File: config.mk
export PLATFORM = sky130hd
export DESIGN_NAME = ram_port_arbiter_flat
export DESIGN_NICKNAME = d
export VERILOG_FILES = /design/src/rtl/ram_port_arbiter_pkg.sv /design/src/rtl/ram_port_arbiter_if.sv /design/src/rtl/ram_port_arbiter_rr_pick.sv /design/src/rtl/ram_port_arbiter.sv /design/src/flat_wrapper.sv
export SDC_FILE = /design/constraint.sdc
export NUM_CORES = 1
export LEC_CHECK = 0
export ABC_CLOCK_PERIOD_IN_PS = 2000
export BUFFER_PORTS_ARGS = -buffer_cell sky130_fd_sc_hd__buf_2
export CAP_MARGIN = 30
export CORE_MARGIN = 2
export CORE_UTILIZATION = 35
export CTS_CLUSTER_SIZE = 12
export DETAILED_ROUTE_END_ITERATION = 10
export PLACE_DENSITY = 0.77
export SYNTH_ARGS = -nofsm -noshare
export SYNTH_HDL_FRONTEND = slang
export SYNTH_SLANG_ARGS = --single-unit
File: constraint.sdc
create_clock -name clk -period 2 [get_ports clk]
set_input_delay 0.2 -clock clk [delete_from_list [all_inputs] [get_ports clk]]
set_output_delay 0.2 -clock clk [all_outputs]
set_load 0.01 [all_outputs]
File: src/rtl/ram_port_arbiter_pkg.sv
// Shared types and helpers for the backing-RAM port arbiter.
// Holds the default address width, the arbiter state enum and a width helper.
package ram_port_arbiter_pkg;

    localparam int unsigned DEF_ADDR_W = 32;

    typedef enum logic [0:0] {
        IDLE  = 1'b0,
        GRANT = 1'b1
    } arb_state_e;

    // Index/counter width for n distinct values, never narrower than one bit.
    function automatic int unsigned clog2_min1(input int unsigned n);
        return (n <= 2) ? 1 : $clog2(n);
    endfunction

endpackage

File: src/rtl/ram_port_arbiter_if.sv
// Bundle between the cache controllers, the arbiter and the RAM model.
// master = requester/RAM side, slave = arbiter.
interface ram_port_arbiter_if
    import ram_port_arbiter_pkg::*;
#(
    parameter int unsigned NUM_REQ = 2,
    parameter int unsigned ADDR_W  = DEF_ADDR_W
);
    localparam int unsigned ID_W = clog2_min1(NUM_REQ);

    logic [NUM_REQ-1:0]        req;
    logic [NUM_REQ*ADDR_W-1:0] req_address;
    logic [NUM_REQ-1:0]        ready;
    logic                      ram_req;
    logic [ADDR_W-1:0]         ram_address;
    logic                      ram_ready;
    logic                      grant_valid;
    logic [ID_W-1:0]           grant_id;
    logic                      timeout_err;

    modport master (
        output req, req_address, ram_ready,
        input  ready, ram_req, ram_address, grant_valid, grant_id, timeout_err
    );

    modport slave (
        input  req, req_address, ram_ready,
        output ready, ram_req, ram_address, grant_valid, grant_id, timeout_err
    );

endinterface

File: src/rtl/ram_port_arbiter_rr_pick.sv
// Round-robin winner select: first set request bit at or after i_ptr, wrapping.
module ram_port_arbiter_rr_pick
    import ram_port_arbiter_pkg::*;
#(
    parameter  int unsigned NUM_REQ = 2,
    localparam int unsigned ID_W    = clog2_min1(NUM_REQ)
) (
    input  logic [NUM_REQ-1:0] i_req,
    input  logic [ID_W-1:0]    i_ptr,
    output logic [ID_W-1:0]    o_winner,
    output logic               o_any
);

    logic        w_found;
    int unsigned w_idx;

    // Walk ptr, ptr+1, ... modulo NUM_REQ; first hit wins.
    always_comb begin
        o_winner = '0;
        w_found  = 1'b0;
        w_idx    = 0;
        for (int unsigned k = 0; k < NUM_REQ; k++) begin
            w_idx = (32'(i_ptr) + k) % NUM_REQ;
            if (!w_found && i_req[ID_W'(w_idx)]) begin
                w_found  = 1'b1;
                o_winner = ID_W'(w_idx);
            end
        end
    end

    assign o_any = |i_req;

endmodule

File: src/rtl/ram_port_arbiter.sv
// Shares one backing-RAM port among NUM_REQ cache controllers, round-robin,
// holding the grant for a whole access, with a sticky access-timeout flag.
module ram_port_arbiter
    import ram_port_arbiter_pkg::*;
#(
    parameter int unsigned NUM_REQ = 2,
    parameter int unsigned ADDR_W  = DEF_ADDR_W,
    parameter int unsigned TIMEOUT = 255
) (
    input logic               clk,
    input logic               rst,
    ram_port_arbiter_if.slave bus
);

    localparam int unsigned      ID_W    = clog2_min1(NUM_REQ);
    localparam int unsigned      WD_W    = clog2_min1(TIMEOUT + 1);
    localparam logic [WD_W-1:0]  WD_MAX  = WD_W'(TIMEOUT);
    localparam logic [ID_W-1:0]  LAST_ID = ID_W'(NUM_REQ - 1);
    localparam logic             WD_EN   = (TIMEOUT != 0);

    arb_state_e        r_state;
    logic [ID_W-1:0]   r_grant_id;
    logic [ID_W-1:0]   r_rr_ptr;
    logic [WD_W-1:0]   r_wd_cnt;
    logic              r_timeout_err;

    logic [ID_W-1:0]   w_winner;
    logic              w_any;
    logic              w_req_g;
    logic              w_done;
    logic [ID_W-1:0]   w_ptr_next;
    logic [ADDR_W-1:0] w_addr_arr [NUM_REQ];
    logic [NUM_REQ-1:0] w_ready;
    logic              w_ram_req;
    logic [ADDR_W-1:0] w_ram_address;
    logic              w_grant_valid;

    ram_port_arbiter_rr_pick #(
        .NUM_REQ (NUM_REQ)
    ) u_rr_pick (
        .i_req    (bus.req),
        .i_ptr    (r_rr_ptr),
        .o_winner (w_winner),
        .o_any    (w_any)
    );

    for (genvar gi = 0; gi < NUM_REQ; gi++) begin : g_addr
        assign w_addr_arr[gi] = bus.req_address[gi*ADDR_W +: ADDR_W];
    end

    assign w_req_g    = bus.req[r_grant_id];
    // Completion wins over a simultaneous request drop; both release the port.
    assign w_done     = bus.ram_ready || !w_req_g;
    assign w_ptr_next = (r_grant_id == LAST_ID) ? '0 : r_grant_id + ID_W'(1);

    always_ff @(posedge clk or posedge rst) begin
        if (rst) begin
            r_state       <= IDLE;
            r_rr_ptr      <= '0;
            r_grant_id    <= '0;
            r_wd_cnt      <= '0;
            r_timeout_err <= 1'b0;
        end else begin
            case (r_state)
                IDLE: begin
                    if (w_any) begin
                        r_grant_id <= w_winner;
                        r_wd_cnt   <= '0;
                        r_state    <= GRANT;
                    end
                end
                GRANT: begin
                    if (WD_EN && (r_wd_cnt == WD_MAX) && !bus.ram_ready) begin
                        r_timeout_err <= 1'b1;
                    end
                    if (r_wd_cnt != WD_MAX) begin
                        r_wd_cnt <= r_wd_cnt + WD_W'(1);
                    end
                    if (w_done) begin
                        r_rr_ptr <= w_ptr_next;
                        r_state  <= IDLE;
                    end
                end
                default: r_state <= IDLE;
            endcase
        end
    end

    // Port mux: the owner's request passes straight through while granted.
    always_comb begin
        w_ready       = '0;
        w_ram_req     = 1'b0;
        w_ram_address = '0;
        w_grant_valid = 1'b0;
        if (r_state == GRANT) begin
            w_grant_valid        = 1'b1;
            w_ram_req            = w_req_g;
            w_ram_address        = w_addr_arr[r_grant_id];
            w_ready[r_grant_id]  = bus.ram_ready;
        end
    end

    assign bus.ready       = w_ready;
    assign bus.ram_req     = w_ram_req;
    assign bus.ram_address = w_ram_address;
    assign bus.grant_valid = w_grant_valid;
    assign bus.grant_id    = r_grant_id;
    assign bus.timeout_err = r_timeout_err;

endmodule
File: src/flat_wrapper.sv
// flat-port wrapper written by rule: the top's interface ports become plain ports
module ram_port_arbiter_flat import ram_port_arbiter_pkg::*;
#(
    parameter int unsigned NUM_REQ = 2,
    parameter int unsigned ADDR_W  = DEF_ADDR_W,
    parameter int unsigned TIMEOUT = 255
)
  (clk, rst, bus_req, bus_req_address, bus_ram_ready, bus_ready, bus_ram_req, bus_ram_address, bus_grant_valid, bus_grant_id, bus_timeout_err);
  ram_port_arbiter_if #(.NUM_REQ(NUM_REQ), .ADDR_W(ADDR_W)) bus_i ();
  input logic clk;
  input logic rst;
  input wire logic [$bits(bus_i.req)-1:0] bus_req;
  input wire logic [$bits(bus_i.req_address)-1:0] bus_req_address;
  input wire logic [$bits(bus_i.ram_ready)-1:0] bus_ram_ready;
  output wire logic [$bits(bus_i.ready)-1:0] bus_ready;
  output wire logic [$bits(bus_i.ram_req)-1:0] bus_ram_req;
  output wire logic [$bits(bus_i.ram_address)-1:0] bus_ram_address;
  output wire logic [$bits(bus_i.grant_valid)-1:0] bus_grant_valid;
  output wire logic [$bits(bus_i.grant_id)-1:0] bus_grant_id;
  output wire logic [$bits(bus_i.timeout_err)-1:0] bus_timeout_err;
  assign bus_i.req = bus_req;
  assign bus_i.req_address = bus_req_address;
  assign bus_i.ram_ready = bus_ram_ready;
  assign bus_ready = bus_i.ready;
  assign bus_ram_req = bus_i.ram_req;
  assign bus_ram_address = bus_i.ram_address;
  assign bus_grant_valid = bus_i.grant_valid;
  assign bus_grant_id = bus_i.grant_id;
  assign bus_timeout_err = bus_i.timeout_err;
  ram_port_arbiter #(.NUM_REQ(NUM_REQ), .ADDR_W(ADDR_W), .TIMEOUT(TIMEOUT)) u_core (.clk(clk), .rst(rst), .bus(bus_i));
endmodule
==> After elaboration in Yosys (flattened, before gate mapping) <==
Cells that the tools add are included.
{ "word_totals": {"regBits": 12} }
{ "op_classes": {"add_sub_neg": 3, "n_lt_le_gt_ge": 5, "eq_ne": 4, "muxes": 25, "bitwise_logic": 3, "n_reduce_logical": 12} }
{ "op_table": {"columns": ["cell", "n"], "rows": [
  ["two-way mux 32 bit", 4],
  ["two-way mux 8 bit", 2],
  ["one-hot mux 8 bit (2 select lines)", 1],
  ["two-way mux 1 bit", 15],
  ["adder 8 x 1 -> 8 bit, second input constant", 1],
  ["== test 8 bit, second input constant", 1],
  ["!= test 8 bit, second input constant", 1],
  ["AND reduction 2 bit", 4],
  ["< comparator 1 x 2 -> 1 bit, second input constant", 3],
  ["!= test 2 bit, second input constant", 2],
  ["logical AND 1 bit", 3],
  ["zero test 1 bit", 3],
  ["adder 1 bit, second input constant", 2],
  ["bitwise AND 2 bit", 1],
  [">= comparator 2 bit, second input constant", 1],
  ["two-way mux 2 bit", 1],
  ["NOT 1 -> 2 bit", 1],
  ["one-hot mux 1 bit (2 select lines)", 1],
  ["OR reduction 2 bit", 1],
  ["demux 1 bit (select 1 bit)", 1],
  [">= comparator 1 bit, second input constant", 1],
  ["logical OR 1 bit", 1],
  ["NOT 1 bit", 1]
]} }

==> Logic depth before layout (Yosys ltp) <==
Gate-level depths: netlist (run 1).
{ "depth": {"depth_word": 6, "ltp_mapped": 5} }

==> Modules after synthesis <==
From an unflattened synthesis (run 1), not the netlist that was laid out.
{ "unflattened": {"cells_unflattened": 149, "area_unflattened_um2": 1275.0} }
{ "modules_own_cells": {"columns": ["module", "n_inst", "cells_per_inst", "area_per_inst_um2", "seq_area_each_um2"], "rows": [
  ["ram_port_arbiter", 1, 146, 1257.5, 300.3],
  ["ram_port_arbiter_rr_pick", 1, 3, 17.5, 0.0]
]} }

==> Worst setup path after synthesis (run 1) <==
Ideal clock, no wire load.
{ "synth_timing": {"kind": "register to output", "startpoint": "register u_core.r_grant_id, in the netlist u_core.bus.grant_id", "endpoint": "output bus_ram_address[10]", "t_arrival_ns": 1.054, "slack_ns": 0.746, "path_stages_with_launch": 5, "cell_sequence": "dfrtp_1 buf_4 buf_4 mux2i_1 nor2_1"} }
{ "synth_via": {"elab_chain_cells": 5} }
{ "synth_lines": {"columns": ["item", "line_no", "source"], "rows": [
  ["start: declaration", "ram_port_arbiter.sv:22", "logic [ID_W-1:0] r_grant_id;"],
  ["start signal: assignment", "ram_port_arbiter.sv:67", "r_grant_id <= w_winner;"],
  ["NOT 1 -> 2 bit (not written as such)", "ram_port_arbiter.sv:98", "w_ram_address = w_addr_arr[r_grant_id];"],
  ["two-way mux 32 bit (not written as such) (3 in series)", "ram_port_arbiter.sv:98", null],
  ["two-way mux 32 bit", "ram_port_arbiter.sv:95", "if (r_state == GRANT) begin"],
  ["end: declaration", "flat_wrapper.sv:17", "output wire logic [$bits(bus_i.ram_address)-1:0] bus_ram_address;"]
]} }
No other way between the ends. The select of a mux whose other input is x is not followed.

==> Worst setup path after layout (run 1) <==
{ "layout_timing": {"startpoint": "register u_core.r_grant_id, in the netlist u_core.bus.grant_id", "endpoint": "output bus_ram_req"} }
{ "layout_via": {"elab_chain_cells": 3} }
{ "layout_lines": {"columns": ["item", "line_no", "source"], "rows": [
  ["two-way mux 1 bit (not written as such) (2 in series)", "ram_port_arbiter.sv:51", "assign w_req_g = bus.req[r_grant_id];"],
  ["two-way mux 1 bit", "ram_port_arbiter.sv:95", null],
  ["end: declaration", "flat_wrapper.sv:16", "output wire logic [$bits(bus_i.ram_req)-1:0] bus_ram_req;"]
]} }
No other way between the ends. The select of a mux whose other input is x is not followed.

==> results of run 1 <==
==> worst max-delay path by stage <==
stage                                endpoint                            start  cells past startpoint
6_report                          bus_ram_req  u_core.bus.grant_id$_DFFE_PP0P_                      4
5_1_grt                   bus_ram_address[27]         u_core.r_state$_DFF_PP0_                      3
4_1_cts                   bus_ram_address[26]         u_core.r_state$_DFF_PP0_                      3
3_5_place_dp   u_core.r_wd_cnt[6]$_DFFE_PP0P_   u_core.r_wd_cnt[0]$_DFFE_PP0P_                      5
3_3_place_gp              bus_ram_address[14]         u_core.r_state$_DFF_PP0_                      3
2_1_floorplan             bus_ram_address[10]  u_core.bus.grant_id$_DFFE_PP0P_                      4
==> timing repair <==
| action | 4_1_cts | 5_1_grt |
|---|---|---|
| resized for setup | 0 | 0 |
| hold endpoints to repair | 12 | 0 |
| buffers inserted | 0 | 0 |
| hold buffers | 1 | 0 |
==> flip-flops by register name, summed over array words and instances, names as in the netlist <==
signal                  cells
u_core.bus.timeout_err      1
u_core.r_wd_cnt             8
u_core.bus.grant_id         1
u_core.r_rr_ptr             1
u_core.r_state              1
==> report_power, final <==
part / switching [mW] / total [mW] / internal, mW
Combinational: 0.616 / 1.14 / 0.520
Clock: 0.0818 / 0.159 / 0.0774
Sequential: 0.0527 / 0.348 / 0.295
Total: 0.750 / 1.64 / 0.892
==> synthesized netlist by cell type, types with 2 or more instances <==
| library cell | number | share of area (%) |
|---|---|---|
| nand3_1 | 2 | 0.88 |
| buf_4 | 4 | 2.6 |
| inv_1 | 4 | 1.3 |
| buf_2 | 5 | 2.2 |
| o21ai_0 | 2 | 0.88 |
| nor3_1 | 2 | 0.88 |
| mux2i_1 | 34 | 30 |
| dfrtp_1 | 12 | 26 |
| nor3_2 | 2 | 1.8 |
| nand2_1 | 7 | 2.3 |
| nand4_2 | 3 | 3.3 |
| o21ai_1 | 3 | 1.3 |
| a21oi_1 | 4 | 1.8 |
| nor2_1 | 40 | 13 |
| and3_1 | 2 | 1.1 |
==> cell type report <==
cell class                      count  share of cell area (%)
Multi-Input combinational cell    115                    44.0
Timing Repair Buffer              109                    32.7
Sequential cell                    12                    17.4
Tap cell                           44                    3.17
Clock buffer                        4                    1.51
Inverter                            6                    1.30
==> metal layers <==
metal	part of all wire, %	track usage, %
met5	0	0
met4	2.2	8.70
met3	6.2	4.83
met2	52	37.5
met1	40	20.9
==> kinds of logic after synthesis <==
group,Yosys count,synth area share (%)
AND/OR/NAND/NOR,62,25.6
buffers and inverters,15,6.79
XOR/XNOR,1,0.767
multiplexers,34,29.8
adder cells (fa/ha/maj),1,1.10
AO/OA/AOI/OAI,17,9.64
flip-flops,12,26.3
==> results.md, run 1 <==
Run status:
- The flow ran to the end, and the final reports show no timing, DRC or antenna violations.

Final layout:
- The fraction of layout cells with a size suffix above 1 is 48.8%.
- Measured on the finished design, the core utilization comes to between 50 and 60%.
- Compared with the post-synthesis result, the final layout area differs by 52.1%.
- The finished cells cover roughly 1700 µm².
- The number of cells in the finished layout apart from fillers is between 200 and 300.
- The total inserted antenna cells is 0.
- The fill cell total of the finished layout is between 300 and 400.
- The library cell used most frequently in the layout, excluding fill and tap cells, is buf_2.
- The net count of the finished layout is 317.
- The register area is ~300 µm².
- The multi-input gate area in the final layout is 764 µm².
- The library cells used most frequently in the layout, excluding fill and tap cells, are buf_2, nor2_1, mux2i_1.

Critical path:
- The worst register-to-register path has a depth of 5.
- In this run the worst path has a maximum fanout of 38.
- The critical path contains buffers and inverters numbering 2 combined.
- The dominant delay contributor by cell family on the critical path is buffers and inverters.
- Across all register-to-register paths, the minimum setup slack is slightly above 0.6 ns.
- The slowest cell on the critical path is dfrtp_2.
- The critical path is of the reg -> out type.
- STA classifies the critical path startpoint as a register.
- The critical path arrival is 1.37 ns.
- The worst register-to-register path ends at u_core.r_wd_cnt[6]$_DFFE_PP0P_.
- At the worst endpoint, the required time is around 1.8 ns.
- In this design, the stage delay of the slowest critical-path cell is 0.37 ns.
- The endpoint type of the worst setup path is an output pin.
- The startpoint identified for the worst register-to-register timing path is u_core.r_wd_cnt[0]$_DFFE_PP0P_.
- Traced cell by cell, the critical path runs through buf_12 > mux2i_1 > nor2_1 > buf_2.

CTS:
- In this run the deepest clock path goes through 2 buffers.
- For this design, the sink count on the clock tree is 12.
- The clock tree from TritonCTS is yes.
- The clock insertion delay at the later pin of the skew report is 0.27 ns.
- Clock-pin slew was measured on the worst setup and hold paths at roughly 0.07 ns.
- The tree is rooted in a clkbuf_4.
- The H-tree depth reported by CTS is 1.
- Clock tree synthesis inserted a total of 3 buffers.

Pwr:
- In this run the power density over the cells is 945 nW/µm².
- The post-route total power is 1.64 mW.
- The static power due to leakage is 1.05 nW.
- The peak ir drop on the vdd network is roughly 0.47 mV.

Detailed routing:
- For this run, the detailed router's first-pass iteration total came to 4.
- The detailed-route wire length is 3510 µm.
- Detailed routing inserted a total of 1,383 vias.
- The detailed-route wire length per cell is ~12 µm.
- The average via count per standard cell is 4.77.
- The violation count after the first detailed-route iteration is 66.
- The count of nets left with antenna violations after detail routing is 0.
- The number of remaining DRC errors is 0.

Global route:
- The global route total overflow is 0.
- The initial antenna violation count came to 0.
- The number of global-route vias before repair is 1,351.
- Across every metal layer, demand over resource in global routing totals 20.0%.
- The maximum number of pins on one net before global-route repair is 39.
- The first-pass GRT wire length is approximately 5700 µm.

Floorplan:
- The width of the die is 61.1 µm.
- After floorplanning, the core was divided into 20 placement rows.
- The die covers 3740 µm².
- The height of the die is 61.1 µm.
- The number of placed I/O pins is ~110.
- The total area inside the core boundary comes to 3080 µm².
- The effective utilization at floorplan is 37.1%.

Yosys:
- A synthesized cell averages approximately 8 µm².
- The number of storage elements in the synthesis netlist is 12.
- The post-synthesis net count is between 200 and 250.
- The fraction of registers with async set/reset is 100%.
- In the synthesized netlist, the number of instances is 142.
- The number of different library cells used by synthesis comes to 31.
- The synthesized netlist occupies a cell area of 1140 µm².
- Yosys printed 0 warnings.
- The sequential area share after synthesis is 26.3%.
- The number of enable-type register cells in the synthesized netlist is 0.
- The most used flip-flop cell after synthesis is dfrtp_1.

Place:
- The worst setup slack before clock tree synthesis is 0.637 ns.
- Once placement finished, the instance area stood at 1700 µm².
- Once placement completed, the tool counted placed cells totaling 285.
- Detailed placement ended at an HPWL of 2780 µm.
- The number of buffers added on ports is 106.
- At the end of routability-driven placement, the weighted congestion stood at 0.802.

STA:
- The number of pins exceeding their max-slew limit in the final report is 0.
- The final count of hold timing violations is 0.
- The maximum frequency from static timing analysis is 635 MHz.
- The hold slack is 0.148 ns.
- Measured against its own limit, the worst slew margin works out to 62.2%.
- The count of final setup violators is 0.
- After layout, the minimum clock period comes to 1.57 ns.
- The worst path uses just under 80% of the clock period.
- The smallest setup slack after layout is between 0.4 and 0.5 ns.
- The setup TNS is 0 ns.
- Setup repair after global routing left no endpoint under its margin.
- The worst-case clock skew is 0.00125 ns.
- At the pin with the least slew margin, the transition time is approximately 0.57 ns.

Hold path:
- The type of the tightest min-delay check is in -> reg.
- The worst hold path terminates at u_core.bus.grant_id$_DFFE_PP0P_.
- Along the worst hold path, the cell count comes to 2.
- The critical hold path startpoint is bus_req[0].

Flow run:
- The max-cap violation count is 0.
Power figures use the tool's default switching activity.
==> inputs of run 2 (changes only) <==
Settings changed: ABC_CLOCK_PERIOD_IN_PS 2000 to 1400, CORE_UTILIZATION 35 to 33, PLACE_DENSITY 0.77 to 0.76.
Clock period 2 ns to 1.4 ns, I/O delays scaled along.
==> run 2 against run 1 <==
The run now ends with negative setup slack left. Combinational power increased by 69%. Non-clock buffer count is 9 higher. Sequential power up 51%. Clock power increased by 75%. Critical path type unchanged. Largest power group unchanged. Highest routed layer unchanged.
==> results.md, run 2 (synthesized netlist as in run 1, its figures left out) <==
Global route:
- The most heavily used metal layer in global routing is met2.
- The met1 global-route usage was 22.5% (+1.6 points).
- The global-route met2 utilization came to 35.8% (-1.8 points).
- The number of global-route vias before repair is 1,395 (+3.3%).
- The total track usage was 19.0% (-0.96 points).
- The maximum number of pins on one net before global-route repair was 35 (-10%).
- The first-pass GRT wire length came to 6160 µm (+8.5%).
- The initial antenna violation count is 0 (unchanged).
- The global routing met3 resource utilization is 2.16% (-2.7 points).
- The global route total overflow is 0 (unchanged).

Critical path:
- STA classifies the critical path startpoint as a register.
- The endpoint type of the worst setup path is an output pin.
- The critical path arrival is 1.34 ns (-0.03 ns).
- The type of the setup path with the least slack is reg -> out.
- The maximum fanout count along the critical path is 12 (-68%).
- The required time of the worst setup path was 1.26 ns (-0.54 ns).

Final layout:
- The net total in the final layout came to 326 (+2.8%).
- Leaving out fill and tap cells, the most frequent cell in the layout is buf_2.
- The library cells used most frequently in the layout, excluding fill and tap cells, are buf_2, nor2_1, mux2i_1.
- u_core.r_wd_cnt holds more flip-flops than any other register.
- The final non-filler cell area is 1880 µm² (+8.3%).
- The relative area change from synthesis to final layout is 64.7%.
- The final cell utilization of the core is 56.4% (-0.070 points).
- The flip-flop count of the largest register after layout is 8 (unchanged).
- The total inserted antenna cells is 0 (unchanged).
- The fraction of layout cells with a size suffix above 1 is 53.3% (+4.6 points).

CTS:
- The clock insertion delay at the later pin of the skew report is 0.27 ns (about the same).
- The H-tree depth reported by CTS is 1 (unchanged).
- The total CTS buffers is 3 (unchanged).
- The root buffer selected by CTS is clkbuf_4.
- The clock net sink count came to 12 (unchanged).
- The clock-pin slew on the worst setup and hold paths was 0.08 ns (about the same).
- TritonCTS built the clock tree.
- The maximum clock insertion buffer count came to 2 (unchanged).

STA:
- The worst-margin pin slew was 0.455 ns (-0.111 ns).
- The post-layout minimum cycle time is about 1.5 ns.
- The worst slew margin relative to its limit is 69.7% (+7.4 points).
- The ratio of final minimum period to clock period is 106%.
- The smallest setup slack after layout is -0.0820 ns (-0.508 ns).
- The count of final setup violators was 33 (+33).
- Setup repair after global routing could not meet its margin everywhere.
- The number of pins exceeding their max-slew limit in the final report was 0 (unchanged).
- For this run, the top clock speed supported by timing is 675 MHz.
- The final count of hold timing violations is 0 (unchanged).
- The worst-case clock skew is 0.00162 ns (+0.000375 ns).

Run status:
- The run finished, with violations left.
- The final reports fail on negative setup slack.

Detailed routing:
- The number of remaining DRC errors is 0 (unchanged).
- The average via count per standard cell is 4.71 (-1.1%).
- The count of nets left with antenna violations after detail routing was 0 (unchanged).
- The number of vias in the routed layout is 1,419 (+2.6%).
- The violation count after the first detailed-route iteration is 62 (-6.1%).
- The detailed-router iteration count before antenna repair is 4 (unchanged).
- The detailed-route wire length per cell is 12.5 µm (+3.3%).
- The detailed-route wire length is 3760 µm (+7.2%).

Place:
- The placed instance area is 1750 µm² (+3.1%).
- The HPWL after detailed placement was 2920 µm (+5.0%).
- The worst setup slack before clock tree synthesis is 0.0721 ns (-0.565 ns).
- The number of buffers added on ports is 106 (unchanged).
- The last weighted congestion value of the routability-driven placer is 0.813 (+1.4%).

Floorplan:
- The number of placed I/O pins is 107 (unchanged).
- The effective utilization at floorplan is 34.2% (-2.9 points).
- The standard-cell row count was 21 (+5.0%).
- The width of the die is 62.8 µm (+2.8%).
- The height of the die is 62.8 µm (+2.8%).
- The area of the core region is 3340 µm² (+8.4%).
- The die area is 3950 µm² (+5.7%).

Hold path:
- In this run the worst hold path is classified as in -> reg.

Pwr:
- The peak ir drop on the vdd network was 1.18 mV (+150%).
- The static power due to leakage is 1.11 nW (+5.7%).
- The power per unit of standard cell area is 1450 nW/µm² (+54%).

Flow run:
- The max-cap violation count is 0 (unchanged).
-- run 2: changes by cell type in the layout (fill, tap and decap cells not counted), sizes merged --
cell	change
buf	+8
clkbuf	+1
-- run 2: layout make-up --
class	instances	area [µm²]
Clock buffer	4	36.3
Fill cell	334	1460
Inverter	6	22.5
Multi-Input combinational cell	115	790
Sequential cell	12	303
Tap cell	46	57.6
Timing Repair Buffer	118	673
-- run 2: final timing paths --
check                                                   start                                  to  slack (ns)  cells after the start
hold reg to reg            u_core.bus.timeout_err$_DFFE_PP0P_  u_core.bus.timeout_err$_DFFE_PP0P_        0.47                      2
hold / removal                                     bus_req[0]     u_core.bus.grant_id$_DFFE_PP0P_        0.11                      2
min in group asynchronous                                 rst      u_core.r_wd_cnt[5]$_DFFE_PP0P_        0.43                      3
max in group asynchronous                                 rst     u_core.bus.grant_id$_DFFE_PP0P_        0.64                      3
setup reg to reg               u_core.r_wd_cnt[0]$_DFFE_PP0P_      u_core.r_wd_cnt[0]$_DFFE_PP0P_        0.12                      5
setup / recovery              u_core.bus.grant_id$_DFFE_PP0P_                 bus_ram_address[17]       -0.08                      4
-- run 2: critical path, cell delays in order (launching register included) --
cell and delay (ns):
dfrtp_2 0.45, buf_12 0.18, mux2i_2 0.24, nor2_1 0.06, buf_2 0.13
-- run 2: what timing repair did --
action | CTS | global route
hold buffers | 1 | 0
gates resized for setup | 4 | 5
setup endpoints to repair | 32 | 37
endpoints found under the hold margin | 12 | 0
gates cloned | 0 | 1
setup buffers | 2 | 1
-- run 2: power by group --
group          internal [mW]  total (mW)  switching [mW]
Clock                  0.158       0.278           0.120
Sequential             0.424       0.526           0.102
Combinational          0.981        1.93           0.953
-- run 2: metal layers --
layer  routed length, µm  part of all wire [%]  vias up
met2                1970                    52       54
li1                    -                     -      718
met5                   0                     0        -
met3                 183                   4.9        6
met1                1550                    41      641
met4                  51                   1.4        0
-- run 2: through the flow --
| stage | hold slack [ns] | TNS (ns) | total power, mW | cells |
|---|---|---|---|---|
| 2_1_floorplan | 0.00470 | 0 | 1.63 | 142 |
| 3_3_place_gp | 0.174 | 0 | 2.22 | 292 |
| 3_5_place_dp | 0.177 | 0 | 2.26 | 292 |
| 4_1_cts | 0.0971 | -1.13 | 2.62 | 299 |
| 5_1_grt | 0.130 | -3.85 | 2.96 | 301 |
| 6_report | 0.112 | -1.21 | 2.74 | 301 |
==> inputs of run 3 (changes only) <==
--- a/config.mk
+++ b/config.mk
@@ -7,2 +7,3 @@
 export LEC_CHECK = 0
+export ABC_AREA = 1
 export ABC_CLOCK_PERIOD_IN_PS = 1400
@@ -14,3 +15,4 @@
 export DETAILED_ROUTE_END_ITERATION = 10
-export PLACE_DENSITY = 0.76
+export HOLD_SLACK_MARGIN = 0.05
+export PLACE_DENSITY = 0.77
 export SYNTH_ARGS = -nofsm -noshare
--- a/constraint.sdc
+++ b/constraint.sdc
@@ -3,2 +3,2 @@
 set_output_delay 0.14 -clock clk [all_outputs]
-set_load 0.01 [all_outputs]
+set_load 0.02 [all_outputs]
==> run 3 against run 2 <==
The run still ends with negative setup slack left. Sequential cell count unchanged. Critical path depth did not move. Clock power is 3% lower. Highest routed layer unchanged. Largest cell class unchanged. Sequential share of layout area is 0.78 points lower. Synthesized cell count rose by 38%. Sequential power about the same. Count of clock-buffer cells in the layout stayed put. Hold slack gained 0.053 ns. Wire length is 6.8% higher. Clock skew up 0.0078 ns. Combinational power is 53% higher.
==> results.md, run 3 <==
STA:
- The worst-margin pin slew is 0.450 ns (-0.00476 ns).
- Setup repair after global routing could not meet its margin everywhere.
- The count of final setup violators is 19 (-42%).
- The worst slew margin relative to its limit is 70.0% (+0.32 points).
- The number of pins exceeding their max-slew limit in the final report was 0 (unchanged).
- The smallest setup slack after layout was -0.0369 ns (+0.0451 ns).
- The hold slack is 0.165 ns (+0.0527 ns).
- The maximum frequency from static timing analysis is 696 MHz (+3.1%).
- The post-layout minimum cycle time is 1.44 ns (-0.0451 ns).
- The ratio of final minimum period to clock period is 103% (-3.2 points).
- The final count of hold timing violations is 0 (unchanged).
- The setup TNS is -0.325 ns (+0.886 ns).
- The worst-case clock skew is 0.00943 ns (+0.00781 ns).

Yosys:
- By area the synthesized netlist is led by dfrtp_1, nor2_1, o21ai_0, nand2_1, nand3_1.
- The most used flip-flop cell after synthesis is dfrtp_1.
- The number of library cell types mapped by synthesis is 23 (-26%).
- The post-synthesis instance total came to 196 (+38%).
- Summed over all instances, the cell type with the most area after synthesis is dfrtp_1.
- The sequential area share after synthesis is 26.6% (+0.35 points).
- The number of storage elements in the synthesis netlist is 12 (unchanged).
- The number of enable-type register cells in the synthesized netlist is 0 (unchanged).
- Yosys instantiated no cell more often than nor2_1.
- The yosys synthesis warning count came to 0 (unchanged).
- The cell area after synthesis is 1130 µm² (-1.3%).
- The post-synthesis net count is 266 (+25%).
- The fraction of registers with async set/reset was 100% (unchanged).
- The average size of a mapped cell is 5.75 µm² (-29%).
- The top cell type's share of synthesized area is 26.6% (-3.2 points).
- After synthesis, the most frequently instantiated cells are nor2_1, o21ai_0, nand2_1, nand3_1, dfrtp_1.

CTS:
- The clock net sink count came to 12 (unchanged).
- The root buffer selected by CTS is clkbuf_4.
- The clock insertion delay at the later pin of the skew report is 0.28 ns (about the same).
- The clock tree from TritonCTS is yes.
- The total CTS buffers came to 3 (unchanged).
- The clock-pin slew on the worst setup and hold paths is 0.08 ns (about the same).
- The H-tree depth reported by CTS is 1 (unchanged).
- The maximum clock insertion buffer count is 2 (unchanged).

Global route:
- The number of global-route vias before repair is 1,367 (-2.0%).
- The total track usage is 19.4% (+0.34 points).
- The global route total overflow is 0 (unchanged).
- The initial antenna violation count is 0 (unchanged).
- The met1 global-route usage is 21.1% (-1.4 points).
- The first-pass GRT wire length was 6260 µm (+1.6%).
- The global-route met2 utilization is 36.3% (+0.54 points).
- The most heavily used metal layer in global routing is met2.
- The global routing met3 resource utilization came to 5.95% (+3.8 points).
- The maximum number of pins on one net before global-route repair is 38 (+8.6%).

Floorplan:
- The width of the die came to 62.4 µm (-0.62%).
- The effective utilization at floorplan came to 34.1% (-0.18 points).
- The number of placed I/O pins was 107 (unchanged).
- The die area was 3900 µm² (-1.2%).
- The height of the die is 62.4 µm (-0.62%).
- The standard-cell row count is 21 (unchanged).
- The area of the core region is 3310 µm² (-0.79%).

Run status:
- The checks that failed: negative setup slack.
- The run finished, with violations left.

Critical path:
- The critical path is of the reg -> out type.
- The endpoint of the worst register-to-register path is u_core.r_wd_cnt[6]$_DFFE_PP0P_.
- The slack of the worst reg-to-reg path is 0.12 ns (about the same).
- The startpoint class of the critical path is a register.
- The critical path arrival is 1.30 ns (-0.04 ns).
- The required time of the worst setup path is 1.26 ns (about the same).
- The endpoint type of the worst setup path is an output pin.
- The depth of the worst register-to-register path is 7 (+2).
- The maximum fanout count along the critical path is 37 (+25).
- The critical register-to-register path startpoint is u_core.r_wd_cnt[0]$_DFFE_PP0P_.

Place:
- The placed instance area is 1720 µm² (-1.8%).
- The number of buffers added on ports came to 106 (unchanged).
- The worst setup slack before clock tree synthesis was 0.113 ns (+0.0411 ns).
- The HPWL after detailed placement is 2950 µm (+0.76%).
- The last weighted congestion value of the routability-driven placer is 0.872 (+7.3%).

Hold path:
- The cell depth of the worst hold path is 3 (+1).
- The worst hold path belongs to the class in -> reg.
- The startpoint identified for the worst hold timing path is bus_req[1].
- The endpoint with the worst hold slack is u_core.bus.grant_id$_DFFE_PP0P_.

Final layout:
- The flip-flop count of the largest register after layout is 8 (unchanged).
- More flip-flops sit in one register than any other, and that register is u_core.r_wd_cnt.
- The area growth from synthesis to layout is 74.7%.
- The final cell utilization of the core is 59.5% (+3.1 points).
- The net total in the final layout is 378 (+16%).
- The final non-filler cell area is 1970 µm² (+4.7%).
- The total inserted antenna cells is 0 (unchanged).
- The most frequent standard cell in the layout excluding fill and tap cells is buf_2.
- The library cells used most frequently in the layout, excluding fill and tap cells, are buf_2, nor2_1, buf_4.
- The fraction of layout cells with a size suffix above 1 is 46.3% (-7.1 points).

Detailed routing:
- The number of remaining DRC errors is 0 (unchanged).
- The violation count after the first detailed-route iteration is 75 (+21%).
- The number of vias in the routed layout is 1,641 (+16%).
- The average via count per standard cell is 4.65 (-1.4%).
- The detailed-route wire length is 4020 µm (+6.8%).
- The count of nets left with antenna violations after detail routing is 0 (unchanged).
- The detailed-route wire length per cell is 11.4 µm (-8.9%).
- The detailed-router iteration count before antenna repair is 4 (unchanged).

Pwr:
- The power per unit of standard cell area is 1900 nW/µm² (+31%).
- The peak ir drop on the vdd network came to 0.858 mV (-27%).
- The net switching power is 1.91 mW (+62%).
- The combinational share of power is 78.8% (+8.2 points).
- The sequential cell fraction of total power is 14.0% (-5.2 points).
- The internal power summed over all cells is 1.85 mW (+18%).
- The clock network fraction of total power is 7.2% (-2.9 points).
- The static power due to leakage came to 1.11 nW (+0.19%).
- The switching power as a share of total power is 50.8% (+7.9 points).

Flow run:
- The max-cap violation count came to 0 (unchanged).
[run 3: changes by cell type in the layout (fill, tap and decap cells not counted), moves of 10 or more]
cell,previous run,this run
o21ai_1,2,25
nand3_1,2,15
buf_2,106,73
nor2_1,39,61
nand2_1,7,25
o21ai_0,2,12
buf_4,7,38
mux2i_1,32,0
[run 3: worst max-delay path by stage]
stage | cells past startpoint | from | slack (ns) | end
after floorplan | 5 | u_core.bus.grant_id$_DFFE_PP0P_ | 0.03 | bus_ram_address[10]
after global placement | 7 | u_core.r_wd_cnt[0]$_DFFE_PP0P_ | 0.15 | u_core.r_wd_cnt[6]$_DFFE_PP0P_
after detailed placement | 6 | u_core.r_wd_cnt[0]$_DFFE_PP0P_ | 0.11 | u_core.r_wd_cnt[5]$_DFFE_PP0P_
after CTS | 5 | u_core.bus.grant_id$_DFFE_PP0P_ | -0.07 | bus_ram_address[10]
after global routing | 5 | u_core.bus.grant_id$_DFFE_PP0P_ | -0.11 | bus_ram_address[8]
final | 4 | u_core.bus.grant_id$_DFFE_PP0P_ | -0.04 | bus_ram_address[13]
[run 3: metrics by stage]
stage / power (mW) / instances
final: 3.75 / 353
after floorplan: 2.13 / 196
after global routing: 4.06 / 353
after global placement: 2.90 / 342
after CTS: 3.44 / 347
after detailed placement: 2.92 / 342
[run 3: metal layers]
metal | vias to the layer above | share of wire (%)
li1 | 857 | -
met2 | 61 | 51
met3 | 6 | 7.5
met1 | 717 | 40
met4 | 0 | 1.0
met5 | - | 0
[run 3: area by class of cell]
type / count / area (µm²)
multi-input combinational: 162 / 768
fill: 330 / 1340
clock buffer: 4 / 36.3
inverter: 11 / 46.3
timing repair buffer: 118 / 759
sequential: 12 / 302
tap: 46 / 57.6
[run 3: kinds of logic (layout without fill, tap and decap cells)]
logic type,after synthesis,count (layout),synth area share [%]
compound gates,44,44,20.6
fa+ha+maj,1,1,1.11
buf+inv,22,133,8.55
flops,12,12,26.6
simple gates,117,117,43.1
[run 3: critical path, stage by stage (launching register included)]
cell     delay [ns]
dfrtp_2        0.45
buf_12         0.18
o21ai_1        0.17
nor2_1         0.06
buf_4          0.15
[run 3: what timing repair did]
| action | in CTS | in global routing |
|---|---|---|
| gates resized for setup | 34 | 34 |
| buffers inserted | 0 | 5 |
| pin swaps | 1 | 1 |
| hold buffers | 1 | 0 |
| endpoints found under the setup margin | 32 | 41 |
| endpoints found under the hold margin | 12 | 0 |
| cloned | 0 | 1 |
[run 3: power groups by stage]
stage	combinational, mW	clock (mW)	sequential, mW
floorplan	1.60	0	0.530
global placement	2.39	0	0.515
detailed placement	2.40	0	0.522
CTS	2.64	0.279	0.516
global route	3.23	0.297	0.541
finish	2.96	0.271	0.525
